--- src/rtl/seq_alu_pkg.sv ---
// -----------------------------------------------------------------------------
// seq_alu_pkg
// Shared definitions for the multicycle execute-stage ALU:
//   D_WIDTH      default datapath width
//   alu_op_e     op-code encoding seen on op_code (add..or = 0..7)
//   salu_state_e FSM state encoding (IDLE/MUL/DIV/DONE)
//   signed_ovf   two's-complement overflow test for add/sub, used when the
//                SEQ_ALU_OVF_EN build option is enabled
// -----------------------------------------------------------------------------
package seq_alu_pkg;

    localparam int unsigned D_WIDTH = 32;

    typedef enum logic [2:0] {
        ALU_ADD = 3'd0,
        ALU_SUB = 3'd1,
        ALU_MUL = 3'd2,
        ALU_DIV = 3'd3,
        ALU_SLL = 3'd4,
        ALU_SRL = 3'd5,
        ALU_AND = 3'd6,
        ALU_OR  = 3'd7
    } alu_op_e;

    typedef enum logic [1:0] {
        SALU_IDLE = 2'd0,
        SALU_MUL  = 2'd1,
        SALU_DIV  = 2'd2,
        SALU_DONE = 2'd3
    } salu_state_e;

    // Overflow when both effective operands share a sign that the result lacks.
    function automatic logic signed_ovf(input logic is_sub, input logic a_msb,
                                        input logic b_msb, input logic r_msb);
        logic b_eff;
        b_eff = is_sub ? ~b_msb : b_msb;
        return (a_msb == b_eff) && (r_msb != a_msb);
    endfunction

endpackage

--- src/rtl/seq_alu_iter.sv ---
// -----------------------------------------------------------------------------
// seq_alu_iter
// Shared WIDTH-step datapath for unsigned shift-add multiply and unsigned
// restoring divide. A 2*WIDTH accumulator holds {high, low}; one adder is
// reused: it adds the multiplicand in mul mode and subtracts the divisor in
// div mode.
// Ports:
//   clk, reset_n     clock, asynchronous active-low reset
//   start_i          load operands and arm the WIDTH-step counter
//   div_mode_i       1 = divide, 0 = multiply (sampled on start_i)
//   a_i, b_i         multiplier/dividend, multiplicand/divisor
//   last_o           the step taken at the coming edge is the final one
//   next_lo_o/hi_o   accumulator value after the current step
//                    (mul: product low/high; div: quotient/remainder)
// -----------------------------------------------------------------------------
module seq_alu_iter
    import seq_alu_pkg::*;
#(
    parameter int unsigned WIDTH = D_WIDTH
) (
    input  logic             clk,
    input  logic             reset_n,
    input  logic             start_i,
    input  logic             div_mode_i,
    input  logic [WIDTH-1:0] a_i,
    input  logic [WIDTH-1:0] b_i,
    output logic             last_o,
    output logic [WIDTH-1:0] next_lo_o,
    output logic [WIDTH-1:0] next_hi_o
);

    localparam int unsigned CNT_W = $clog2(WIDTH) + 1;

    logic [2*WIDTH-1:0] acc_q;
    logic [WIDTH-1:0]   b_q;
    logic               div_q;
    logic [CNT_W-1:0]   cnt_q;

    logic [WIDTH-1:0]   acc_hi_s;
    logic [WIDTH-1:0]   acc_lo_s;
    logic [WIDTH+1:0]   add_a_s;
    logic [WIDTH+1:0]   add_b_s;
    logic [WIDTH+1:0]   sum_s;
    logic               cin_s;
    logic [2*WIDTH-1:0] step_s;

    assign acc_hi_s = acc_q[2*WIDTH-1:WIDTH];
    assign acc_lo_s = acc_q[WIDTH-1:0];

    // Shared adder: mul adds the multiplicand when the multiplier LSB is set,
    // div computes (shifted remainder - divisor) with a sign bit as borrow.
    always_comb begin
        add_a_s = {(WIDTH+2){1'b0}};
        add_b_s = {(WIDTH+2){1'b0}};
        cin_s   = 1'b0;
        if (div_q) begin
            add_a_s = {1'b0, acc_hi_s, acc_lo_s[WIDTH-1]};
            add_b_s = ~{2'b00, b_q};
            cin_s   = 1'b1;
        end else begin
            add_a_s = {2'b00, acc_hi_s};
            add_b_s = acc_lo_s[0] ? {2'b00, b_q} : {(WIDTH+2){1'b0}};
            cin_s   = 1'b0;
        end
        sum_s = add_a_s + add_b_s + {{(WIDTH+1){1'b0}}, cin_s};
    end

    // Next accumulator: div shifts a quotient bit in at the bottom and keeps
    // either the difference or the restored remainder; mul shifts the sum
    // (including its carry) right by one.
    always_comb begin
        step_s = acc_q;
        if (div_q) begin
            if (sum_s[WIDTH+1]) begin
                step_s = {add_a_s[WIDTH-1:0], acc_lo_s[WIDTH-2:0], 1'b0};
            end else begin
                step_s = {sum_s[WIDTH-1:0], acc_lo_s[WIDTH-2:0], 1'b1};
            end
        end else begin
            step_s = {sum_s[WIDTH:0], acc_lo_s[WIDTH-1:1]};
        end
    end

    // Operand, accumulator and step-counter registers.
    always_ff @(posedge clk or negedge reset_n) begin
        if (!reset_n) begin
            acc_q <= {(2*WIDTH){1'b0}};
            b_q   <= {WIDTH{1'b0}};
            div_q <= 1'b0;
            cnt_q <= {CNT_W{1'b0}};
        end else if (start_i) begin
            acc_q <= {{WIDTH{1'b0}}, a_i};
            b_q   <= b_i;
            div_q <= div_mode_i;
            cnt_q <= CNT_W'(WIDTH);
        end else if (cnt_q != {CNT_W{1'b0}}) begin
            acc_q <= step_s;
            cnt_q <= cnt_q - CNT_W'(1);
        end
    end

    assign last_o    = (cnt_q == CNT_W'(1));
    assign next_lo_o = step_s[WIDTH-1:0];
    assign next_hi_o = step_s[2*WIDTH-1:WIDTH];

endmodule

--- src/rtl/seq_alu.sv ---
// -----------------------------------------------------------------------------
// seq_alu
// Multicycle execute-stage ALU with valid/ready on both sides.
// Single-cycle ops (add/sub/sll/srl/and/or, div-by-zero) have latency 1;
// mul and div run WIDTH iterations in seq_alu_iter (latency WIDTH+1).
// Build option: define SEQ_ALU_OVF_EN to add the 'overflow' output
// (signed add/sub overflow, or mul product not fitting in WIDTH bits).
// Ports:
//   clk, reset_n          clock, asynchronous active-low reset
//   in_valid / in_ready   request handshake (ready only in IDLE)
//   op_code               0 add,1 sub,2 mul,3 div,4 sll,5 srl,6 and,7 or
//   operand1, operand2    A/dividend/shift source, B/divisor/shift amount
//   out_valid / out_ready result handshake
//   result, result_hi     low/high product, quotient/remainder, or result/0
//   div_by_zero           div with operand2 == 0
//   overflow              (SEQ_ALU_OVF_EN only)
// -----------------------------------------------------------------------------
module seq_alu
    import seq_alu_pkg::*;
#(
    parameter int unsigned WIDTH = D_WIDTH
) (
    input  logic             clk,
    input  logic             reset_n,
    input  logic             in_valid,
    output logic             in_ready,
    input  logic [2:0]       op_code,
    input  logic [WIDTH-1:0] operand1,
    input  logic [WIDTH-1:0] operand2,
    output logic             out_valid,
    input  logic             out_ready,
    output logic [WIDTH-1:0] result,
    output logic [WIDTH-1:0] result_hi,
    output logic             div_by_zero
`ifdef SEQ_ALU_OVF_EN
    ,
    output logic             overflow
`endif
);

    localparam int unsigned SHAMT_W = $clog2(WIDTH);

    salu_state_e      state_q, state_d;
    logic             in_ready_q, out_valid_q;
    logic [WIDTH-1:0] result_q, result_d;
    logic [WIDTH-1:0] hi_q, hi_d;
    logic             dbz_q, dbz_d;
`ifdef SEQ_ALU_OVF_EN
    logic             ovf_q, ovf_d;
    logic             single_ovf_s;
`endif

    alu_op_e          op_s;
    logic [SHAMT_W-1:0] shamt_s;
    logic             op2_zero_s;
    logic             accept_s;
    logic             iter_start_s;
    logic             iter_last_s;
    logic [WIDTH-1:0] iter_lo_s, iter_hi_s;
    logic [WIDTH-1:0] single_s;

    assign op_s       = alu_op_e'(op_code);
    assign shamt_s    = operand2[SHAMT_W-1:0];
    assign op2_zero_s = (operand2 == {WIDTH{1'b0}});
    assign accept_s   = in_valid && in_ready_q;
    assign iter_start_s = accept_s &&
                          ((op_s == ALU_MUL) || ((op_s == ALU_DIV) && !op2_zero_s));

    seq_alu_iter #(.WIDTH(WIDTH)) u_iter (
        .clk        (clk),
        .reset_n    (reset_n),
        .start_i    (iter_start_s),
        .div_mode_i (op_s == ALU_DIV),
        .a_i        (operand1),
        .b_i        (operand2),
        .last_o     (iter_last_s),
        .next_lo_o  (iter_lo_s),
        .next_hi_o  (iter_hi_s)
    );

    // Single-cycle results, computed straight from the request operands.
    always_comb begin
        case (op_s)
            ALU_ADD: single_s = operand1 + operand2;
            ALU_SUB: single_s = operand1 - operand2;
            ALU_SLL: single_s = operand1 << shamt_s;
            ALU_SRL: single_s = operand1 >> shamt_s;
            ALU_AND: single_s = operand1 & operand2;
            ALU_OR:  single_s = operand1 | operand2;
            default: single_s = {WIDTH{1'b0}};
        endcase
    end

`ifdef SEQ_ALU_OVF_EN
    assign single_ovf_s = ((op_s == ALU_ADD) || (op_s == ALU_SUB)) &&
                          signed_ovf(op_s == ALU_SUB, operand1[WIDTH-1],
                                     operand2[WIDTH-1], single_s[WIDTH-1]);
`endif

    // FSM state register.
    always_ff @(posedge clk or negedge reset_n) begin
        if (!reset_n) begin
            state_q <= SALU_IDLE;
        end else begin
            state_q <= state_d;
        end
    end

    // FSM next-state logic.
    always_comb begin
        state_d = state_q;
        case (state_q)
            SALU_IDLE: begin
                if (accept_s) begin
                    if (op_s == ALU_MUL) begin
                        state_d = SALU_MUL;
                    end else if ((op_s == ALU_DIV) && !op2_zero_s) begin
                        state_d = SALU_DIV;
                    end else begin
                        state_d = SALU_DONE;
                    end
                end else begin
                    state_d = SALU_IDLE;
                end
            end
            SALU_MUL, SALU_DIV: begin
                if (iter_last_s) begin
                    state_d = SALU_DONE;
                end else begin
                    state_d = state_q;
                end
            end
            SALU_DONE: begin
                if (out_ready) begin
                    state_d = SALU_IDLE;
                end else begin
                    state_d = SALU_DONE;
                end
            end
            default: state_d = SALU_IDLE;
        endcase
    end

    // FSM output logic: result registers load only when entering DONE.
    always_comb begin
        result_d = result_q;
        hi_d     = hi_q;
        dbz_d    = dbz_q;
`ifdef SEQ_ALU_OVF_EN
        ovf_d    = ovf_q;
`endif
        case (state_q)
            SALU_IDLE: begin
                if (accept_s && (op_s == ALU_DIV) && op2_zero_s) begin
                    result_d = {WIDTH{1'b1}};
                    hi_d     = operand1;
                    dbz_d    = 1'b1;
`ifdef SEQ_ALU_OVF_EN
                    ovf_d    = 1'b0;
`endif
                end else if (accept_s && (op_s != ALU_MUL) && (op_s != ALU_DIV)) begin
                    result_d = single_s;
                    hi_d     = {WIDTH{1'b0}};
                    dbz_d    = 1'b0;
`ifdef SEQ_ALU_OVF_EN
                    ovf_d    = single_ovf_s;
`endif
                end else begin
                    result_d = result_q;
                end
            end
            SALU_MUL, SALU_DIV: begin
                if (iter_last_s) begin
                    result_d = iter_lo_s;
                    hi_d     = iter_hi_s;
                    dbz_d    = 1'b0;
`ifdef SEQ_ALU_OVF_EN
                    ovf_d    = (state_q == SALU_MUL) && (iter_hi_s != {WIDTH{1'b0}});
`endif
                end else begin
                    result_d = result_q;
                end
            end
            default: result_d = result_q;
        endcase
    end

    // Output and handshake registers; ready/valid follow the next state.
    always_ff @(posedge clk or negedge reset_n) begin
        if (!reset_n) begin
            in_ready_q  <= 1'b0;
            out_valid_q <= 1'b0;
            result_q    <= {WIDTH{1'b0}};
            hi_q        <= {WIDTH{1'b0}};
            dbz_q       <= 1'b0;
`ifdef SEQ_ALU_OVF_EN
            ovf_q       <= 1'b0;
`endif
        end else begin
            in_ready_q  <= (state_d == SALU_IDLE);
            out_valid_q <= (state_d == SALU_DONE);
            result_q    <= result_d;
            hi_q        <= hi_d;
            dbz_q       <= dbz_d;
`ifdef SEQ_ALU_OVF_EN
            ovf_q       <= ovf_d;
`endif
        end
    end

    assign in_ready    = in_ready_q;
    assign out_valid   = out_valid_q;
    assign result      = result_q;
    assign result_hi   = hi_q;
    assign div_by_zero = dbz_q;
`ifdef SEQ_ALU_OVF_EN
    assign overflow    = ovf_q;
`endif

endmodule

--- config.mk ---
export PLATFORM = sky130hd
export DESIGN_NAME = seq_alu
export DESIGN_NICKNAME = d
export VERILOG_FILES = /design/src/rtl/seq_alu_pkg.sv /design/src/rtl/seq_alu_iter.sv /design/src/rtl/seq_alu.sv
export SDC_FILE = /design/constraint.sdc
export NUM_CORES = 1
export LEC_CHECK = 0
export CAP_MARGIN = 20
export CORE_ASPECT_RATIO = 1.75
export CORE_MARGIN = 2
export CORE_UTILIZATION = 30
export DETAILED_ROUTE_END_ITERATION = 12
export SLEW_MARGIN = 40
export SYNTH_ARGS = -nofsm -noshare
export SYNTH_HDL_FRONTEND = slang
export SYNTH_SLANG_ARGS = --single-unit
--- constraint.sdc ---
create_clock -name clk -period 4.25 [get_ports clk]
set_input_delay 0.85 -clock clk [delete_from_list [all_inputs] [get_ports clk]]
set_output_delay 0.85 -clock clk [all_outputs]
set_load 0.05 [all_outputs]
==> results_dict.tcl <==
set metrics [dict create \
    status "completed" \
    wl_per_cell_um 28.6 \
    overflow 0 \
    max_cap_viol_count 0 \
    synth_common_cells "nand2_1 (364), o21ai_0 (237), nor2_1 (190), dfrtp_1 (172), clkbuf_1 (166)" \
    grt_pass1_wl_mm 143 \
    p_leak_uw 0.0108 \
    synth_top_family_by_area "compound AO/OA/AOI/OAI gates" \
    die_h_um 323 \
    drt_iter0_markers 2136 \
    tightest_slew_ns 0.934 \
    yosysUniqueCellTypes 79 \
    numClockSinks 172 \
    antenna_cells 0 \
    setup_viol 0 \
    synthMuxAreaShare_pct 14.6 \
    synthFlopType "dfrtp_1" \
    worstSetupPathType "input pin to flop" \
    drt-total-wl_mm 100 \
    avgSynthCellArea_um2 7.82 \
    yosys.area_share.simple_pct 19.7 \
    syn-num-nets 2375 \
    yosysMostFrequentCell "nand2_1" \
    ys_seq_elements 172 \
    grt_pass1_vias 21400 \
    critPathArrivalTime_ns 4.57 \
    initial_core_util_pct 30.4 \
    syn_inst 2230 \
    hold_viol_final 0 \
    max_freq_mhz 239 \
    remaining_drc_errors 0 \
    clk_latency_ns 0.51 \
    drive_above_1_share_pct 28.1 \
    ys_seq_area_share_pct 24.7 \
    vias 21000 \
    grt_use_total_pct 33.2 \
    nets 2873 \
    pre_cts_ws_ns -0.901 \
    antenna_found_initial 3 \
    synthToLayoutAreaGrowth_pct 40.3 \
    first_pass_iters 7 \
    synthAdderAreaFrac_pct 5.56 \
    ant_nets 0 \
    grt_max_degree 82 \
    place_hpwl_mm 79.5 \
    worst_hold_slack_ns 0.361 \
    crit_required_ns 4.64 \
    yosys-top-cells-area "dfrtp_1 (25%), nand2_1 (7.8%), mux4_2 (7.8%)" \
    worstPathMaxFanout 3 \
    numCtsBuffers 25 \
    coreArea_um2 57300 \
    yosysTopAreaCell "dfrtp_1" \
    period_minus_slack_ns 4.18 \
    num_rows 116 \
    synth_top_area_share_pct 24.7 \
    slew_headroom_pct 37.4 \
    synthArstFlopShare_pct 100 \
    fillers 5779 \
    ys.warnings.count 0 \
    via_per_inst 6.01 \
    p_total_uw 19100 \
    hp-class "input pin to async pin" \
    syn-cell-area_um2 17400 \
    root_buffer "clkbuf_16" \
    io_pins 138 \
    rsz0062_at_grt "true" \
    end_kind "flop" \
    hold_buffers 0 \
    fin_crit_sh_pct 98.4 \
    synth-compound-area-share_pct 26.9 \
    reg2regPathDepth 17 \
    cts_buffer_depth 3 \
    h-tree-depth 4 \
    start_kind "input pin" \
    io_buffers 137 \
    fin_skew_ns 0.0208 \
    p_per_area_nw_per_um2 782 \
    die_w_um 186 \
    path_clk_slew_ns 0.07 \
    worst_slack_ns 0.0675 \
    synth-xor-area-share_pct 3.37 \
    vdd_ir_drop_max_uv 354 \
    cts_tree "built" \
    die-area_um2 60100 \
    gp_congestion 1.08 \
    synth_edf_count 0 \
    slew_violations 0 \
]
state kept, by name, summed over array words and instances (netlist names):
register / cells
u_iter.cnt_q: 6
div_by_zero: 1
result_hi: 32
result: 32
u_iter.div_q: 1
u_iter.b_q: 32
in_ready: 1
out_valid: 1
u_iter.acc_q: 64
state_q: 2
per-stage QoR:
stage | instances | cell area, µm² | setup TNS [ns] | util, %
finish | 3499 | 24500 | 0 | 42.7
floorplan | 2230 | 17500 | -0.0210 | -
CTS | 3494 | 24100 | 0 | 42.0
global route | 3499 | 24500 | -0.225 | 42.7
detailed placement | 3459 | 23200 | -17.98 | 40.5
global placement | 3459 | 23200 | -16.50 | 40.5
critical path, stage by stage:
cell             delay (ns)
clkdlybuf4s50_1        0.46
nor2_1                 0.20
nand4_1                0.12
buf_4                  0.17
o41ai_4                0.30
xor2_1                 0.11
ha_1                   0.33
nand2_1                0.11
nor2_2                 0.25
buf_4                  0.15
nand2_1                0.05
a211o_2                0.38
nand2_1                0.14
xnor2_1                0.18
o21ai_0                0.15
buf_4                  0.21
a211oi_2               0.28
o21ai_0                0.11
timing repair:
action                     4_1_cts  5_1_grt
gates resized for setup         22      107
pin swaps                        7       42
setup buffers                    4        5
cloned                           0        0
setup endpoints to repair       26       78
area by class of cell:
| type | count | area [µm²] | share of cell area, % |
|---|---|---|---|
| clock buffer | 27 | 653 | 2.67 |
| clock inverter | 4 | 75.1 | 0.307 |
| inverter | 41 | 160 | 0.655 |
| multi-input combinational | 1824 | 12700 | 51.9 |
| sequential | 172 | 4310 | 17.6 |
| tap | 767 | 960 | 3.92 |
| timing repair buffer | 664 | 5600 | 22.9 |
layout by cell type (no fill, tap or decap), types with 10 or more instances in the layout:
cell / synthesis / layout
a211oi_1: 30 / 24
a21o_1: 38 / 37
a21oi_1: 148 / 137
a21oi_2: 0 / 10
a221oi_1: 20 / 18
a22oi_1: 11 / 11
a31oi_1: 34 / 33
and2_1: 15 / 13
and3_1: 20 / 20
buf_12: 0 / 19
buf_4: 0 / 500
clkbuf_16: 0 / 25
clkdlybuf4s50_1: 0 / 127
dfrtp_1: 172 / 171
ha_1: 71 / 68
inv_1: 39 / 37
mux2_2: 39 / 39
mux2i_1: 75 / 75
mux4_2: 60 / 60
nand2_1: 364 / 359
nand2b_1: 10 / 10
nand3_1: 45 / 45
nand4_1: 22 / 22
nor2_1: 190 / 182
nor2b_1: 13 / 11
nor3_1: 35 / 30
o211ai_1: 48 / 48
o21a_1: 27 / 26
o21ai_0: 237 / 216
o21ai_1: 0 / 17
o22ai_1: 22 / 22
or3_1: 12 / 12
xnor2_1: 39 / 38
xor2_1: 28 / 28
power breakdown:
group          internal [µW]  total (µW)  switching, µW
clock                   1200        1940            736
combinational           5800       13900           8070
sequential              2480        3310            828
path summary, 6_finish.rpt:
path | startpoint | to | slack (ns)
max reg2reg | u_iter.div_q$_DFFE_PN0P_ | u_iter.acc_q[36]$_DFFE_PN0P_ | 0.12
min | reset_n | u_iter.acc_q[29]$_DFFE_PN0P_ | 0.36
min reg2reg | result[2]$_DFFE_PN0P_ | result[2]$_DFFE_PN0P_ | 0.48
max in group asynchronous | reset_n | u_iter.acc_q[7]$_DFFE_PN0P_ | 2.92
min in group clk | result[2]$_DFFE_PN0P_ | result[2]$_DFFE_PN0P_ | 0.48
max | operand2[4] | result[11]$_DFFE_PN0P_ | 0.07
layer usage:
metal  vias up  global-route usage (%)  wire length [µm]
li1       9220                       -                 -
met1     10200                    34.5             33800
met2      1198                    56.3             48200
met3       418                    4.67              6580
met4         4                    32.5             11600
met5         -                       0                24
kinds of logic (layout without fill, tap and decap cells):
family,count (synthesis),count (layout)
xor+xnor,67,67
mux,174,174
buf+inv,234,736
compound gates,735,735
simple gates,772,772
flops,172,172
fa+ha+maj,76,76
Note: power is estimated with default switching activity, not from simulation.
